[config.mk]
export PLATFORM = sky130hd
export DESIGN_NAME = amber_imem_loader
export DESIGN_NICKNAME = d
export VERILOG_FILES = /design/src/rtl/amber_imem_loader.sv
export SDC_FILE = /design/constraint.sdc
export NUM_CORES = 1
export LEC_CHECK = 0
export ABC_AREA = 1
export CAP_MARGIN = 20
export CORE_MARGIN = 2
export CORE_UTILIZATION = 59
export CTS_BUF_LIST = sky130_fd_sc_hd__clkbuf_4 sky130_fd_sc_hd__clkbuf_8
export CTS_CLUSTER_SIZE = 10
export DETAILED_ROUTE_END_ITERATION = 6
export HOLD_SLACK_MARGIN = 0.05
export PLACE_DENSITY = 0.82
export SLEW_MARGIN = 40
export SYNTH_ARGS = -nofsm -noshare
export SYNTH_HDL_FRONTEND = slang
export SYNTH_SLANG_ARGS = --single-unit
[constraint.sdc]
create_clock -name iw_clk -period 1.9 [get_ports iw_clk]
set_input_delay 0.475 -clock iw_clk [delete_from_list [all_inputs] [get_ports iw_clk]]
set_output_delay 0.475 -clock iw_clk [all_outputs]
set_load 0.02 [all_outputs]
[src/rtl/amber_imem_loader.sv]
// rtl/amber_imem_loader.sv - framed byte-stream loader that writes 24-bit words into amber imem
module amber_imem_loader #(
    parameter int ADDR_W  = 12,
    parameter int TIMEOUT = 1024
) (
    input  logic              iw_clk,
    input  logic              iw_rst_n,
    input  logic              iw_byte_valid,
    input  logic [7:0]        iw_byte,
    output logic              ow_byte_ready,
    output logic              ow_imem_we,
    output logic [ADDR_W-1:0] ow_imem_addr,
    output logic [23:0]       ow_imem_wdata,
    input  logic              iw_imem_gnt,
    output logic              ow_core_rst,
    output logic              ow_busy,
    output logic              ow_done,
    output logic              ow_err
);

    localparam int TW = (TIMEOUT > 1) ? $clog2(TIMEOUT + 1) : 1;

    typedef enum logic [2:0] {
        S_IDLE,
        S_HDR,
        S_DATA,
        S_CSUM,
        S_DONE,
        S_ERR
    } state_t;

    state_t            state, state_nx;
    logic [1:0]        idx, idx_nx;
    logic [23:0]       shreg, shreg_nx;
    logic [15:0]       cnt, cnt_nx;
    logic [7:0]        csum, csum_nx;
    logic [TW-1:0]     idle, idle_nx;
    logic              we_nx, core_rst_nx, done_nx, err_nx;
    logic [ADDR_W-1:0] addr_nx;
    logic [23:0]       wdata_nx;
    logic              accept;
    logic              timeout_hit;
    logic [15:0]       hdr_base;
    logic [15:0]       hdr_cnt;

    assign ow_byte_ready = !ow_imem_we;
    assign accept        = iw_byte_valid && ow_byte_ready;
    assign ow_busy       = state inside {S_HDR, S_DATA, S_CSUM};
    // The shift register holds ADDR_HI, ADDR_LO, CNT_HI when CNT_LO arrives.
    assign hdr_base      = shreg[23:8];
    assign hdr_cnt       = {shreg[7:0], iw_byte};
    assign timeout_hit   = (TIMEOUT != 0) && !accept && !ow_imem_we
                           && (idle == TW'(TIMEOUT - 1));

    always_ff @(posedge iw_clk or negedge iw_rst_n) begin
        if (!iw_rst_n) begin
            state         <= S_IDLE;
            idx           <= '0;
            shreg         <= '0;
            cnt           <= '0;
            csum          <= '0;
            idle          <= '0;
            ow_imem_we    <= 1'b0;
            ow_imem_addr  <= '0;
            ow_imem_wdata <= '0;
            ow_core_rst   <= 1'b1;
            ow_done       <= 1'b0;
            ow_err        <= 1'b0;
        end else begin
            state         <= state_nx;
            idx           <= idx_nx;
            shreg         <= shreg_nx;
            cnt           <= cnt_nx;
            csum          <= csum_nx;
            idle          <= idle_nx;
            ow_imem_we    <= we_nx;
            ow_imem_addr  <= addr_nx;
            ow_imem_wdata <= wdata_nx;
            ow_core_rst   <= core_rst_nx;
            ow_done       <= done_nx;
            ow_err        <= err_nx;
        end
    end

    always_comb begin
        state_nx    = state;
        idx_nx      = idx;
        shreg_nx    = shreg;
        cnt_nx      = cnt;
        csum_nx     = csum;
        idle_nx     = (accept || ow_imem_we) ? '0 : idle + 1'b1;
        we_nx       = ow_imem_we;
        addr_nx     = ow_imem_addr;
        wdata_nx    = ow_imem_wdata;
        core_rst_nx = ow_core_rst;
        done_nx     = ow_done;
        err_nx      = ow_err;

        case (state)
            S_HDR: begin
                if (accept) begin
                    shreg_nx = {shreg[15:0], iw_byte};
                    idx_nx   = idx + 1'b1;
                    if (idx == 2'd3) begin
                        idx_nx = '0;
                        if (hdr_cnt == 16'd0) begin
                            state_nx = S_ERR;
                            err_nx   = 1'b1;
                        end else begin
                            state_nx = S_DATA;
                            addr_nx  = ADDR_W'(hdr_base);
                            cnt_nx   = hdr_cnt;
                            csum_nx  = '0;
                        end
                    end
                end else if (timeout_hit) begin
                    state_nx = S_ERR;
                    err_nx   = 1'b1;
                end
            end
            S_DATA: begin
                if (ow_imem_we) begin
                    if (iw_imem_gnt) begin
                        we_nx   = 1'b0;
                        addr_nx = ow_imem_addr + 1'b1;
                        cnt_nx  = cnt - 1'b1;
                        if (cnt == 16'd1)
                            state_nx = S_CSUM;
                    end
                end else if (accept) begin
                    csum_nx  = csum ^ iw_byte;
                    shreg_nx = {shreg[15:0], iw_byte};
                    if (idx == 2'd2) begin
                        idx_nx   = '0;
                        wdata_nx = {shreg[15:0], iw_byte};
                        we_nx    = 1'b1;
                    end else begin
                        idx_nx = idx + 1'b1;
                    end
                end else if (timeout_hit) begin
                    // A partial word is simply dropped.
                    state_nx = S_ERR;
                    err_nx   = 1'b1;
                    idx_nx   = '0;
                end
            end
            S_CSUM: begin
                if (accept) begin
                    if (iw_byte == csum) begin
                        state_nx    = S_DONE;
                        done_nx     = 1'b1;
                        core_rst_nx = 1'b0;
                    end else begin
                        state_nx = S_ERR;
                        err_nx   = 1'b1;
                    end
                end else if (timeout_hit) begin
                    state_nx = S_ERR;
                    err_nx   = 1'b1;
                end
            end
            default: begin
                idle_nx = '0;
                if (accept && iw_byte == 8'hA5) begin
                    state_nx    = S_HDR;
                    idx_nx      = '0;
                    core_rst_nx = 1'b1;
                    done_nx     = 1'b0;
                    err_nx      = 1'b0;
                end
            end
        endcase
    end

endmodule

# [Word level (Yosys, flattened, before mapping)]
# Index checks and enable logic that the tools add are counted.
[classes] reduce_logical=23 magnitude_cmp=0 n_bitwise=4 n_eq_ne=26 muxes=64 n_div=0 n_shift=0 mul=0 n_addsub=4
[ops] cell="two-way mux 16 bit" n=5
[ops] cell="two-way mux 12 bit" n=5
[ops] cell="two-way mux 24 bit" n=2
[ops] cell="one-hot mux 24 bit (2 select lines)" n=1
[ops] cell="two-way mux 8 bit" n=5
[ops] cell="one-hot mux 16 bit (2 select lines)" n=1
[ops] cell="two-way mux 3 bit" n=10
[ops] cell="one-hot mux 12 bit (2 select lines)" n=1
[ops] cell="two-way mux 11 bit" n=2
[ops] cell="two-way mux 1 bit" n=19
[ops] cell="AND reduction 6 bit" n=3
[ops] cell="equality test 16 x 1 -> 1 bit (second input constant)" n=1
[ops] cell="zero test 16 bit" n=1
[ops] cell="inequality test 2 bit (second input constant)" n=8
[ops] cell="one-hot mux 8 bit (2 select lines)" n=1
[ops] cell="subtractor 16 x 1 -> 16 bit (second input constant)" n=1
[ops] cell="two-way mux 2 bit" n=7
[ops] cell="adder 12 x 1 -> 12 bit (second input constant)" n=1
[ops] cell="inequality test 3 bit (second input constant)" n=4
[ops] cell="adder 11 x 1 -> 11 bit (second input constant)" n=1
[ops] cell="equality test 11 x 10 -> 1 bit (second input constant)" n=1
[ops] cell="AND reduction 5 bit" n=2
[ops] cell="inequality test 3 x 2 -> 1 bit (second input constant)" n=3
[ops] cell="one-hot mux 3 bit (3 select lines)" n=1
[ops] cell="22 further kinds" n=35
[totals] ram_bits=0 output_inout_bits=42 reg_bits=104 mem_count=0 word_cells=133 latch_bits=0 mem_bits_ro=0 in_bits=12

# [Longest topological paths before layout]
[logic_depth] ltp_word=9 mapped_depth=11 depth_no_buf=11

# [Worst setup path after synthesis]
# OpenSTA, ideal clock, no wires.
[synth_path] path_type="flip-flop to flip-flop" start="reg ow_imem_we" end="reg cnt[15]" t_arrival_ns=1.649 required_time_ns=1.835 n_path_buf=1 slack_ns=0.186 stages_incl_launch_ff=11 setup_ns=0.065 period_less_slack_ns=1.714 path_cell_list="dfrtp_1 -> inv_2 -> nand2_1 -> nand2_1 -> nand2_2 -> nor2_4 -> inv_2 -> nor2_8 -> buf_6 -> nand3b_1 -> nand2_1"
[synth_via] elab_chain_cells=4 elab_cells_between_ends=5 classes_between="2 x eq/ne; 3 x reduce/logical"
[synth_rtl] element="start, declared" line_no="11" rtl="output logic ow_imem_we,"
[synth_rtl] element="start signal, assigned" line_no="76" rtl="ow_imem_we <= we_nx;"
[synth_rtl] element="zero test 1 bit" line_no="46" rtl="assign ow_byte_ready = !ow_imem_we;"
[synth_rtl] element="via ow_byte_ready" line_no="10" rtl="output logic ow_byte_ready,"
[synth_rtl] element="logical AND 1 bit" line_no="47" rtl="assign accept = iw_byte_valid && ow_byte_ready;"
[synth_rtl] element="inequality test 2 bit (no line)"
[synth_rtl] element="AND reduction 6 bit (no line)"
[synth_rtl] element="end signal, assigned" line_no="73" rtl="cnt <= cnt_nx;"
[synth_rtl] element="end, declared" line_no="35" rtl="logic [15:0] cnt, cnt_nx;"
# The timed path passes the listed nets, and every way through them passes these cells.
# A chain may end at the register's enable or synchronous reset.

# [Final worst setup path]
[layout_path] start="reg ow_imem_wdata[12]" end="out ow_imem_wdata[12]"
[layout_lines] element="start, declared" line_no="13" rtl="output logic [23:0] ow_imem_wdata,"
[layout_lines] element="start signal, assigned" line_no="78" rtl="ow_imem_wdata <= wdata_nx;"
# No word-level cell between the ends.

==> results.cfg <==
[synthesis]
synth_async_sr_flop_share_pct = 100
post_synth_num_cell_types = 27
synth_seq_cells = 100
synth_enable_flop_cells = 0
mappedNetlistArea_sq_mm = 0.00536
ys_seq_area_share_pct = 46.7
postSynth.topFlopCell = sky130_fd_sc_hd__dfrtp_1
syn-instance-count = 737
ys.warnings.count = 0
synth_nets = 757
avg_cell_area_syn_sq_um = 7.27

[layout]
syn_to_final_growth_pct = 24.4
antennaDiodeCount = 0
layout.filler_cells = 665
layout-drive-gt1-share_pct = 11.6
finalNonFillerCells = 953
nNetsFinal = 860

[critical_path]
worst-setup-path-type = reg -> out
crit_path_cell_trace = clkdlybuf4s50_1
cp_data_arrival_time_ns = 1.40
critical-path-top-delay-family = buffers and inverters
critPathLaunchType = flop
critPathLaunch = ow_imem_wdata[12]
required_worst_endpoint_ns = 1.42
critical_path_peak_fanout = 2
timing.critical_path.to_type = output pin
rr_startpoint = state[1]
cp_num_buf_inv = 1
timing.critical_path.slowest_stage_cell = sky130_fd_sc_hd__clkdlybuf4s50_1
cp_max_stage_delay_ns = 0.62

[power_and_ir_drop]
power.static_leakage_nw = 3.53
power.density_cell_area_mw_per_mm2 = 1550
worst_ir_drop_vdd_mv = 0.947
total_power_w = 0.0104

[routing]
top_layer = met4
postRouteAntennaNets = 0
drc = 0
dr_wl_met2_um = 6890
drt_iter0_markers = 271
routed-wl-met3_um = 615
met1Wirelength_um = 5700
detailroute.via_count = 5105
dr.pass1.iters = 5
route.detailed.vias_per_inst = 5.36
drt-wirelength-per-cell_um = 14.3
route.final.wire_length_um = 13600

[clock_network]
clock-sinks = 100
htree_num_levels = 3
clockBufferDepth = 2
root_buffer = sky130_fd_sc_hd__clkbuf_8
tritoncts = built
clock_insertion_delay_worst_skew_ns = 0.38
tritoncts_buffer_count = 9
clkSlewWorstSetupHoldPaths_ns = 0.12

[sta]
rsz0062_at_grt = true
min_period_over_period_pct = 98.6
tightestPinTransition_ns = 0.354
finClkSkew_ns = 0.0233
timing.final.crit_period_ns = 1.87
number_of_hold_violations_in_the_final_report = 0
maxClockFrequency_mhz = 534
report.final.slew_viol_count = 0
slew-limit-headroom_pct = 76.4
final.hold.worst_slack_ns = 0.484
report.final.setup_viol = 0

[grt]
grt_use_total_pct = 29.4
grt_start_max_net_pins = 45
wire_length_of_the_first_global_routing_pass_um = 23300
grt_antenna_before_repair = 0
grt_overflow = 0
number_of_global_route_vias_before_repair = 5026

[hold_path]
hold_path.class = reg -> reg
holdCritStartpoint = ow_core_rst

[floorplan]
initial_core_utilization_pct = 61.1
die_height_um = 99.3
core_region_area_sq_mm = 0.00876
chipWidth_um = 99.3
design.portCount = 54
row_count = 34
dieArea_sq_mm = 0.00986

[place]
globalplace.congestion = 0.921
hpwl_um = 10100
quantity_of_i_o_buffers_inserted_on_ports = 53
placedCellCount = 932

[run]
drv_cap = 0

[outcome]
run_status = complete, no violations
[Yosys cell counts (2+ instances only)]
cell type	instances	share of area [%]
sky130_fd_sc_hd__buf_6	3	0.63
sky130_fd_sc_hd__nor2_4	3	0.63
sky130_fd_sc_hd__inv_2	7	0.49
sky130_fd_sc_hd__nand3b_1	4	0.56
sky130_fd_sc_hd__nand2_2	5	0.58
sky130_fd_sc_hd__xor2_1	5	0.82
sky130_fd_sc_hd__xnor2_1	3	0.49
sky130_fd_sc_hd__nand2_1	253	18
sky130_fd_sc_hd__nor3_1	7	0.65
sky130_fd_sc_hd__nand3_1	48	4.5
sky130_fd_sc_hd__a21oi_1	13	1.2
sky130_fd_sc_hd__nand4_1	9	1.1
sky130_fd_sc_hd__clkbuf_1	9	0.63
sky130_fd_sc_hd__or2_2	2	0.23
sky130_fd_sc_hd__o21ai_1	21	2.0
sky130_fd_sc_hd__o21ai_0	74	6.9
sky130_fd_sc_hd__nor2_1	67	4.7
sky130_fd_sc_hd__ha_1	8	1.9
sky130_fd_sc_hd__dfrtp_1	99	46
sky130_fd_sc_hd__buf_2	9	0.84
sky130_fd_sc_hd__inv_1	82	5.7
[worst reg2reg max path, delay by kind of cell (launching register included)]
family | cells | cell delay [ns]
AO/OA/AOI/OAI | 1 | 0.09
buffers and inverters | 3 | 0.40
flip-flops | 1 | 0.41
AND/OR/NAND/NOR | 7 | 0.81
[layer usage]
| metal | GRT usage [%] | up-vias |
|---|---|---|
| met2 | 50.7 | 142 |
| met3 | 4.01 | 30 |
| met4 | 12.8 | 0 |
| li1 | - | 2529 |
| met1 | 37.2 | 2404 |
| met5 | 0 | - |
[registers in the layout, summed over array words and instances, names as in the netlist, 2 cells and up]
name and cells:
cnt 16, csum 8, idle 11, idx 2, ow_imem_addr 12, ow_imem_wdata 24, shreg 20, state 3
[kinds of logic (layout without fill, tap and decap cells)]
group / after synthesis / count (layout) / share of synthesized area, %
and+or+nand+nor: 401 / 401 / 31.3
buffers and inverters: 110 / 218 / 8.34
AOI/OAI and AO/OA: 109 / 109 / 10.2
DFF: 100 / 100 / 46.7
adders and majority gates: 8 / 8 / 1.87
xor gates and xnor gates: 8 / 8 / 1.31
muxes: 1 / 1 / 0.210
[power breakdown]
part	internal, W	switching, W
logic	0.00209	0.00332
registers	0.00286	0.000573
clock network	0.000655	0.000848
[through the flow]
stage               worst slack, ns  setup TNS (ns)  util (%)  cell area, sq um
global placement             -0.131           -4.16      72.8              6380
finish                       0.0258               0      76.0              6660
global route                -0.0230         -0.0786      76.0              6660
floorplan                     0.186               0         -              5360
CTS                        -0.00438        -0.00438      75.4              6610
detailed placement           -0.233           -7.33      72.8              6380
[area by class of cell]
type                       count  area (sq um)  share of cell area, %
multi-input combinational    527          2410                   36.2
clock inverter                 7          97.6                   1.46
timing repair buffer         113          1060                   15.9
inverter                      89           334                   5.01
clock buffer                   9           124                   1.86
tap                          108           135                   2.03
sequential                   100          2500                   37.6
[worst paths after layout]
| check | end | slack, ns | cells after the start |
|---|---|---|---|
| worst max-delay path | ow_imem_wdata[12] | 0.03 | 1 |
| worst min-delay path | ow_core_rst | 0.48 | 2 |
| worst max register to register | ow_imem_addr[6] | 0.11 | 11 |
| worst min register to register | ow_core_rst | 0.48 | 2 |
| max in group asynchronous | csum[1] | 0.76 | 3 |
| min in group asynchronous | ow_imem_wdata[23] | 0.52 | 2 |
[timing repair]
item                                   CTS  global route
gates resized for setup                 11            14
pin swaps                                0             1
setup buffers                            0             4
endpoints found under the hold margin   22             0
hold buffers                             1             0
setup endpoints to repair                9            22
[layout by cell type, fill, tap and decap left out, types with 7 or more instances in the layout]
cell type	n
sky130_fd_sc_hd__a21oi_1	13
sky130_fd_sc_hd__buf_4	55
sky130_fd_sc_hd__clkbuf_8	9
sky130_fd_sc_hd__clkdlybuf4s50_1	31
sky130_fd_sc_hd__dfrtp_1	99
sky130_fd_sc_hd__dlygate4sd2_1	8
sky130_fd_sc_hd__dlymetal6s2s_1	12
sky130_fd_sc_hd__ha_1	8
sky130_fd_sc_hd__inv_1	82
sky130_fd_sc_hd__inv_2	7
sky130_fd_sc_hd__nand2_1	253
sky130_fd_sc_hd__nand3_1	48
sky130_fd_sc_hd__nand4_1	9
sky130_fd_sc_hd__nor2_1	67
sky130_fd_sc_hd__nor3_1	7
sky130_fd_sc_hd__o21ai_0	74
sky130_fd_sc_hd__o21ai_1	21
Power figures use the tool's default switching activity.
